--- config.mk ---
export PLATFORM = sky130hd
export DESIGN_NAME = lifo_stack
export DESIGN_NICKNAME = d
export VERILOG_FILES = /design/src/rtl/lifo_stack_pkg.sv /design/src/rtl/lifo_stack_mem.sv /design/src/rtl/lifo_stack.sv
export SDC_FILE = /design/constraint.sdc
export NUM_CORES = 1
export LEC_CHECK = 0
export CAP_MARGIN = 20
export CORE_AREA = 2 2 112 87
export CTS_CLUSTER_DIAMETER = 150
export CTS_CLUSTER_SIZE = 8
export DETAILED_ROUTE_END_ITERATION = 6
export DIE_AREA = 0 0 114 89
export GPL_ROUTABILITY_DRIVEN = 1
export PLACE_DENSITY = 0.7
export SYNTH_ARGS = -nofsm -noshare
export SYNTH_HDL_FRONTEND = slang
export SYNTH_SLANG_ARGS = --single-unit
--- constraint.sdc ---
create_clock -name clk -period 4.3 [get_ports clk]
set_clock_uncertainty 0.15 [all_clocks]
set_input_delay 0.86 -clock clk [delete_from_list [all_inputs] [get_ports clk]]
set_output_delay 0.86 -clock clk [all_outputs]
set_load 0.02 [all_outputs]
--- src/rtl/lifo_stack_pkg.sv ---
// Shared state encoding for lifo_stack and its verification environment.
package lifo_stack_pkg;

  typedef enum logic [1:0] {
    ST_EMPTY  = 2'b00,
    ST_NORMAL = 2'b01,
    ST_ERROR  = 2'b10,
    ST_FULL   = 2'b11
  } state_e;

  // State to resume in when an error is cleared, based on the frozen occupancy.
  function automatic state_e clr_target(input logic is_empty, input logic is_full);
    if (is_empty) begin
      return ST_EMPTY;
    end else if (is_full) begin
      return ST_FULL;
    end else begin
      return ST_NORMAL;
    end
  endfunction

endpackage

--- src/rtl/lifo_stack_mem.sv ---
// lifo_stack_mem: DEPTH x WIDTH register array, one write port, one combinational read port.
module lifo_stack_mem #(
  parameter int unsigned WIDTH = 8,
  parameter int unsigned DEPTH = 8,
  localparam int unsigned AW   = (DEPTH > 1) ? $clog2(DEPTH) : 1
) (
  input  logic             clk,
  input  logic             we,
  input  logic [AW-1:0]    waddr,
  input  logic [WIDTH-1:0] wdata,
  input  logic [AW-1:0]    raddr,
  output logic [WIDTH-1:0] rd_data_c
);

  logic [WIDTH-1:0] mem_q [DEPTH];
  logic [WIDTH-1:0] mem_d [DEPTH];

  // Next array contents: single-entry update when enabled.
  always_comb begin
    mem_d = mem_q;
    if (we) begin
      mem_d[waddr] = wdata;
    end
  end

  // Array storage; contents are don't-care after reset, so no reset is applied.
  always_ff @(posedge clk) begin
    mem_q <= mem_d;
  end

  // Combinational read; the caller keeps raddr inside 0..DEPTH-1.
  assign rd_data_c = mem_q[raddr];

endmodule

--- src/rtl/lifo_stack.sv ---
// lifo_stack: data-carrying LIFO with replace (push+pop), sticky error and clr_err.
// Optional almost_full/almost_empty watermarks when LIFO_STACK_WATERMARK_EN is defined.
module lifo_stack
  import lifo_stack_pkg::*;
#(
  parameter int unsigned WIDTH    = 8,
  parameter int unsigned DEPTH    = 8,
  parameter int unsigned AF_LEVEL = 6,
  parameter int unsigned AE_LEVEL = 2,
  localparam int unsigned CW      = $clog2(DEPTH + 1),
  localparam int unsigned AW      = (DEPTH > 1) ? $clog2(DEPTH) : 1
) (
  input  logic             clk,
  input  logic             reset_n,
  input  logic             push,
  input  logic             pop,
  input  logic             clr_err,
  input  logic [WIDTH-1:0] wr_data,
  output logic [WIDTH-1:0] top_data,
  output logic [CW-1:0]    count,
  output logic             empty,
  output logic             full,
  output logic             error,
  output logic [1:0]       state
`ifdef LIFO_STACK_WATERMARK_EN
  ,
  output logic             almost_full,
  output logic             almost_empty
`endif
);

  // Parameter sanity checks at elaboration.
  if (WIDTH < 1) begin : g_chk_width
    $error("lifo_stack: WIDTH must be >= 1");
  end
  if (DEPTH < 2) begin : g_chk_depth
    $error("lifo_stack: DEPTH must be >= 2");
  end
`ifdef LIFO_STACK_WATERMARK_EN
  if (!((AE_LEVEL < AF_LEVEL) && (AF_LEVEL <= DEPTH))) begin : g_chk_levels
    $error("lifo_stack: need AE_LEVEL < AF_LEVEL <= DEPTH");
  end
`else
  // Watermark levels are accepted but have no effect in this build.
  if ((AF_LEVEL == 0) && (AE_LEVEL == 0)) begin : g_lvl_ignored
  end
`endif

  state_e           state_q, state_d;
  logic [CW-1:0]    count_q, count_d;
  logic [WIDTH-1:0] top_q, top_d;
  logic             empty_q, empty_d;
  logic             full_q, full_d;
  logic             error_q, error_d;

  logic             mem_we;
  logic [AW-1:0]    mem_waddr;
  logic [AW-1:0]    mem_raddr;
  logic [WIDTH-1:0] mem_rd_data;
  logic [CW-1:0]    cnt_inc;
  logic [CW-1:0]    cnt_dec;

  assign cnt_inc = count_q + CW'(1);
  assign cnt_dec = count_q - CW'(1);

  lifo_stack_mem #(
    .WIDTH (WIDTH),
    .DEPTH (DEPTH)
  ) u_mem (
    .clk       (clk),
    .we        (mem_we),
    .waddr     (mem_waddr),
    .wdata     (wr_data),
    .raddr     (mem_raddr),
    .rd_data_c (mem_rd_data)
  );

  // Next state, count, top word and array write control.
  always_comb begin
    state_d   = state_q;
    count_d   = count_q;
    top_d     = top_q;
    mem_we    = 1'b0;
    mem_waddr = AW'(count_q);
    // Entry below the current top, i.e. the new top after a pop.
    mem_raddr = (count_q >= CW'(2)) ? AW'(count_q - CW'(2)) : '0;

    unique case (state_q)
      ST_EMPTY: begin
        if (pop) begin
          state_d = ST_ERROR;
        end else if (push) begin
          mem_we    = 1'b1;
          mem_waddr = '0;
          count_d   = CW'(1);
          top_d     = wr_data;
          state_d   = ST_NORMAL;
        end
      end
      ST_NORMAL, ST_FULL: begin
        if (push && pop) begin
          // Replace top: count and state unchanged.
          mem_we    = 1'b1;
          mem_waddr = AW'(cnt_dec);
          top_d     = wr_data;
        end else if (push) begin
          if (state_q == ST_FULL) begin
            state_d = ST_ERROR;
          end else begin
            mem_we    = 1'b1;
            mem_waddr = AW'(count_q);
            count_d   = cnt_inc;
            top_d     = wr_data;
            state_d   = (cnt_inc == CW'(DEPTH)) ? ST_FULL : ST_NORMAL;
          end
        end else if (pop) begin
          count_d = cnt_dec;
          if (cnt_dec == '0) begin
            top_d   = '0;
            state_d = ST_EMPTY;
          end else begin
            top_d   = mem_rd_data;
            state_d = ST_NORMAL;
          end
        end
      end
      ST_ERROR: begin
        if (clr_err) begin
          state_d = clr_target(count_q == '0, count_q == CW'(DEPTH));
        end
      end
      default: state_d = ST_EMPTY;
    endcase

    empty_d = (count_d == '0);
    full_d  = (count_d == CW'(DEPTH));
    error_d = (state_d == ST_ERROR);
  end

  // State, count, top word and status flags.
  always_ff @(posedge clk or negedge reset_n) begin
    if (!reset_n) begin
      state_q <= ST_EMPTY;
      count_q <= '0;
      top_q   <= '0;
      empty_q <= 1'b1;
      full_q  <= 1'b0;
      error_q <= 1'b0;
    end else begin
      state_q <= state_d;
      count_q <= count_d;
      top_q   <= top_d;
      empty_q <= empty_d;
      full_q  <= full_d;
      error_q <= error_d;
    end
  end

  assign top_data = top_q;
  assign count    = count_q;
  assign empty    = empty_q;
  assign full     = full_q;
  assign error    = error_q;
  assign state    = state_q;

`ifdef LIFO_STACK_WATERMARK_EN
  logic af_q, af_d;
  logic ae_q, ae_d;

  // Watermarks follow the next count; count is frozen in ERROR, so they freeze too.
  always_comb begin
    af_d = (count_d >= CW'(AF_LEVEL));
    ae_d = (count_d <= CW'(AE_LEVEL));
  end

  // Watermark flags.
  always_ff @(posedge clk or negedge reset_n) begin
    if (!reset_n) begin
      af_q <= 1'b0;
      ae_q <= 1'b1;
    end else begin
      af_q <= af_d;
      ae_q <= ae_d;
    end
  end

  assign almost_full  = af_q;
  assign almost_empty = ae_q;
`endif

endmodule

-- Yosys cells after proc, flatten, opt, wreduce, memory -nomap -nowiden
Index checks and enable logic that the tools add are counted.
- $add $sub $neg: 3
- multiply operators: 0
- divide/modulo/power cells: 0
- $lt $le $gt $ge: 4
- equality and inequality tests: 11
- shift-type cells: 0
- muxes and demuxes: 44
- bitwise logic cells: 2
- reductions and logical operators: 9
- operator list (cell ; number):
    $mux 8 ; 10
    $bwmux 64 ; 1
    $bmux 8 s3 ; 1
    $demux 8 s3 ; 1
    $mux 4 ; 6
    $mux 2 ; 10
    $pmux 8 s2 ; 1
    $eq 4x4->1 const B ; 3
    $logic_not 4->1 ; 3
    $mux 3 ; 4
    $ge 4x4->1 const B ; 2
    $ne 4x4->1 const B ; 2
    $not 3->4 ; 2
    $pmux 4 s2 ; 1
    $eq 2x2->1 const B ; 3
    $mux 1 ; 6
    $pmux 2 s3 ; 1
    $pmux 3 s2 ; 1
    $reduce_and 5->1 ; 1
    $add 4x1->4 const B ; 1
    $ge 4x2->1 const B ; 1
    $lt 4x1->1 const B ; 1
    $ne 2x2->1 const B ; 2
    $sub 4x1->4 const B ; 1
    other kinds (7) ; 8
- flip-flop bits (word level): 81
- bits in latches: 0
- bits in writable memories: 0
- bits in read-only memories: 0
- memories kept: 0

-- Logic depth before layout (Yosys ltp)
- depth in word-level cells: 11
- mapped depth: 9
- mapped depth without buffers: 7

-- By module
A second synthesis with hierarchy kept.
- cells, all modules: 237
- area, all modules: 3749.8 um2
- by module, submodules not included (module ; instances ; cells an instance ; area each (um2) ; sequential area each (um2)):
    lifo_stack_mem ; 1 ; 106 ; 2531.2 ; 1921.8
    lifo_stack ; 1 ; 131 ; 1218.7 ; 426.7

-- Worst setup path before layout
Ideal clock, no wire load.
- path type: register to register
- start: register count[1] (netlist name)
- end: register u_mem.mem_q[10] in the netlist's numbering, enable pin
- setup time: 383 ps
- arrival: 2435 ps
- slack: 1332 ps
- cell stages (with the launch flop): 6
- path buffers: 0
- cell sequence: dfrtp_1 clkinv_1 ha_1 and2_1 a311o_1 nor3_1
- RTL lines (what ; line ; RTL):
    end signal: assignment ; lifo_stack_mem.sv:28 ; mem_q <= mem_d;
    end: declaration ; lifo_stack_mem.sv:15 ; logic [WIDTH-1:0] mem_q [DEPTH];

-- Final worst setup path
- start: input port pop
- end: register u_mem.mem_q[63] in the netlist's numbering, enable pin
- longest elaborated chain between the ends: 3
- elaborated cells between the ends (all ways): 4
- those cells by class: mux: 3; reduce/logical: 1
- RTL lines (what ; line ; RTL):
    start: declaration ; lifo_stack.sv:16 ; input logic pop,
    $logic_and 1x1->1 ; lifo_stack.sv:101 ; if (push && pop) begin
    $mux 1 ; lifo_stack.sv:101 ;
    $pmux 1 s2 (*) ; lifo_stack.sv:88 ; unique case (state_q)
Every way passes the cells marked *; elsewhere a longest branch is shown, timed or not.
A chain may end at the register's enable or synchronous reset.

==> flow_metrics.py <==
metrics = {
    "global_route": {
        "groute.usage.overall": 0.1992,
        "grt_pass1_vias": 2680,
        "overflow": 0,
        "grt_max_degree": 42,
        "grt_pass1_wl_um": 14670,
        "antenna_found_initial": 0,
    },
    "power": {
        "p_switching_mw": 1.295,
        "combPwrFrac": 0.440,
        "p_seq_frac": 0.332,
        "sw_frac_of_total": 0.3829,
        "powerDensity_mw_per_mm2": 719.6,
        "vdd_drop_max_mv": 0.2815,
        "power_frac_clock": 0.228,
        "cellLeakagePower_nw": 1.692,
        "intPower_mw": 2.088,
        "fin_total_pwr_mw": 3.384,
    },
    "yosys": {
        "ys_top_cells_by_area": "edfxtp_1 49%, dfrtp_1 10%, mux2_2 4.5%",
        "synth_top_family_by_area": "compound AO/OA/AOI/OAI gates",
        "synth-seq-area-share": 0.5927,
        "ys_async_sr_fraction": 0.2099,
        "synth_edf_count": 64,
        "synth_simple_gate_area_frac": 0.08494,
        "synth_adder_area_share": 0.02210,
        "synthCells": 318,
        "yosys.area.top_type": "edfxtp_1",
        "yosysUniqueCellTypes": 48,
        "ys.flop_type": "edfxtp_1",
        "ys.warnings.count": 0,
        "yosysTopAreaCellShare": 0.4850,
        "ys_ff_latch": 81,
        "syn_nets": 338,
        "synth_compound_area_frac": 0.1604,
        "muxShareOfSynthArea": 0.09725,
        "syn_avg_cell_area_um2": 12.46,
        "netlist_area_mm2": 0.003963,
        "synth_xor_xnor_area_share": 0.008841,
    },
    "timing": {
        "rsz0062_at_grt": "false",
        "worst_slack_ns": 1.254,
        "fmax_mhz": 328.3,
        "setup_viol": 0,
        "setup_tns_ns": 0,
        "min_period_ns": 3.046,
        "finalHoldViolCount": 0,
        "finalMaxSlewViolations": 0,
        "final.hold.worst_slack_ns": 0.4438,
        "max_slew.worst_pin.slew_ns": 0.8076,
        "period_share": 0.7085,
        "slew_headroom": 0.4599,
    },
    "final_layout": {
        "final_util": 0.5263,
        "final_common_cell": "edfxtp_1",
        "multi_input_area_mm2": 0.001480,
        "syn_to_final_growth_pct": 18.66,
        "fillCellCount": 776,
        "antenna_cells": 0,
        "nets": 367,
        "regArea_mm2": 0.002350,
        "drive_above_1_share": 0.1420,
        "final_cell_mix": "64 x edfxtp_1, 29 x clkdlybuf4s50_1, 25 x nand2_1, 25 x a21oi_1, 22 x nor2_1",
    },
    "die": {
        "die_y_um": 89,
        "ioPinCount": 30,
        "row_count": 30,
        "initial_core_util": 0.4436,
        "chipWidth_um": 114,
        "dieArea_mm2": 0.01015,
        "placeableCoreArea_mm2": 0.008934,
    },
    "placed_design": {
        "portBuffers": 29,
        "pre_cts_ws_ns": 0.8904,
        "gp_congestion": 0.8497,
        "hpwl_um": 6436,
    },
    "worst_hold_path": {
        "whs_endpoint": "top_data[6]$_DFFE_PN0P_",
        "holdPathStages": 2,
        "hold_path_class": "register to register",
        "min-delay-start": "top_data[6]$_DFFE_PN0P_",
    },
    "route": {
        "dr_total_vias": 2792,
        "drtAntennaViolNets": 0,
        "drt_iter0_drc": 271,
        "avgRoutedWirePerCell_um": 20.59,
        "viasPerCell": 6.017,
        "drc": 0,
        "first_pass_iters": 5,
        "routed_wl_um": 9552,
    },
    "cts": {
        "clkSinkCount": 81,
        "numCtsBuffers": 9,
        "postCtsSetupBuffers": 0,
        "htree_num_levels": 3,
        "cts_buffer_depth": 2,
        "cts_tree": "done",
        "ctsResizeCount": 0,
        "cts_hold_buf": 0,
        "cts-root-buf": "clkbuf_16",
        "insertion_delay_ns": 0.34,
        "clk_pin_slew_ns": 0.06,
    },
    "setup_path": {
        "reg2reg_setup_slack_ns": 1.54,
        "worst_path_max_delay_cell": "clkdlybuf4s50_1",
        "rr_worst_depth": 7,
        "crit_chain": "clkdlybuf4s50_1 -> or3b_1 -> a21oi_1 -> a311oi_1 -> nor3_1 -> buf_4",
        "timing.rr.start": "count[2]$_DFF_PN0_",
        "r2r-end": "top_data[6]$_DFFE_PN0P_",
        "critPathCaptureType": "register",
        "crit_fanout": 15,
        "max_stage_delay_ns": 0.64,
        "crit_path_start_kind": "input pin",
        "worstPathRequired_ns": 4.20,
        "crit_type": "input pin to register",
        "crit_arrival_ns": 2.94,
    },
    "run": {
        "max_cap_viol_count": 0,
    },
    "run_status": {
        "status": "finished clean",
    },
}
## critical path, delay by kind of cell
family                 cells  cell delay [ns]
buffers and inverters      2             0.85
AO/OA/AOI/OAI              2             0.39
AND/OR/NAND/NOR            2             0.83
## Yosys cell counts (5+ instances only)
cell and instances:
dfrtp_1 16, o22ai_1 7, inv_1 5, edfxtp_1 64, clkbuf_1 10, a2bb2oi_1 7, a21oi_1 25, o31ai_1 8
nor2_1 22, nor3_1 8, and2_1 5, mux2_2 16, ha_1 7, mux2i_1 16, nand2_1 25, a221oi_1 7
o211ai_1 9, buf_2 9
## flip-flops by register name (all words and copies together) (netlist names)
register     flops
state            2
empty            1
error            1
count            4
full             1
u_mem.mem_q     64
top_data         8
## final cells by class
cell class              instances  area share
flip-flops and latches         81      0.4997
well taps                     112     0.02980
repair buffers                 42     0.08675
multi-input cells             207      0.3148
clock inverters                 7     0.01623
inverters                       6    0.004790
clock buffers                   9     0.04790
## worst max path at each step
stage                        from                   endpoint  slack, ns
2_1_floorplan  count[1]$_DFF_PN0_  u_mem.mem_q[10]$_DFFE_PP_       1.33
3_3_place_gp                  pop  u_mem.mem_q[34]$_DFFE_PP_       0.98
3_5_place_dp                  pop  u_mem.mem_q[63]$_DFFE_PP_       0.89
4_1_cts        state[0]$_DFF_PN0_                   state[0]       1.09
5_1_grt                       pop  u_mem.mem_q[48]$_DFFE_PP_       1.11
6_report                      pop  u_mem.mem_q[63]$_DFFE_PP_       1.25
## power groups by stage
| stage | Clock (mW) | Combinational [mW] | Sequential [mW] |
|---|---|---|---|
| 4_1_cts | 0.794 | 1.42 | 1.16 |
| 2_1_floorplan | 0 | 0.952 | 1.17 |
| 3_5_place_dp | 0 | 1.42 | 1.17 |
| 5_1_grt | 0.829 | 1.62 | 1.14 |
| 6_report | 0.772 | 1.49 | 1.12 |
| 3_3_place_gp | 0 | 1.39 | 1.16 |
## through the flow
step | instance area (um2) | std cells
3_5_place_dp | 4373 | 447
4_1_cts | 4674 | 463
2_1_floorplan | 3963 | 318
6_report | 4702 | 464
3_3_place_gp | 4373 | 447
5_1_grt | 4702 | 464
## cells by family after synthesis
group           Yosys count
xor+xnor                  4
mux                      34
flops                    81
simple gates             74
fa+ha+maj                 7
buf+inv                  30
compound gates           88
## per-layer routing
metal,share of wire,GRT usage,wire length [um],vias to the layer above
li1,-,-,-,1286
met1,0.45,0.2676,4297,1406
met2,0.47,0.3149,4529,90
met3,0.063,0.05288,602,10
met4,0.013,0.07539,124,0
met5,0,0,0,-
No activity file was read; power rests on OpenSTA's default activity.
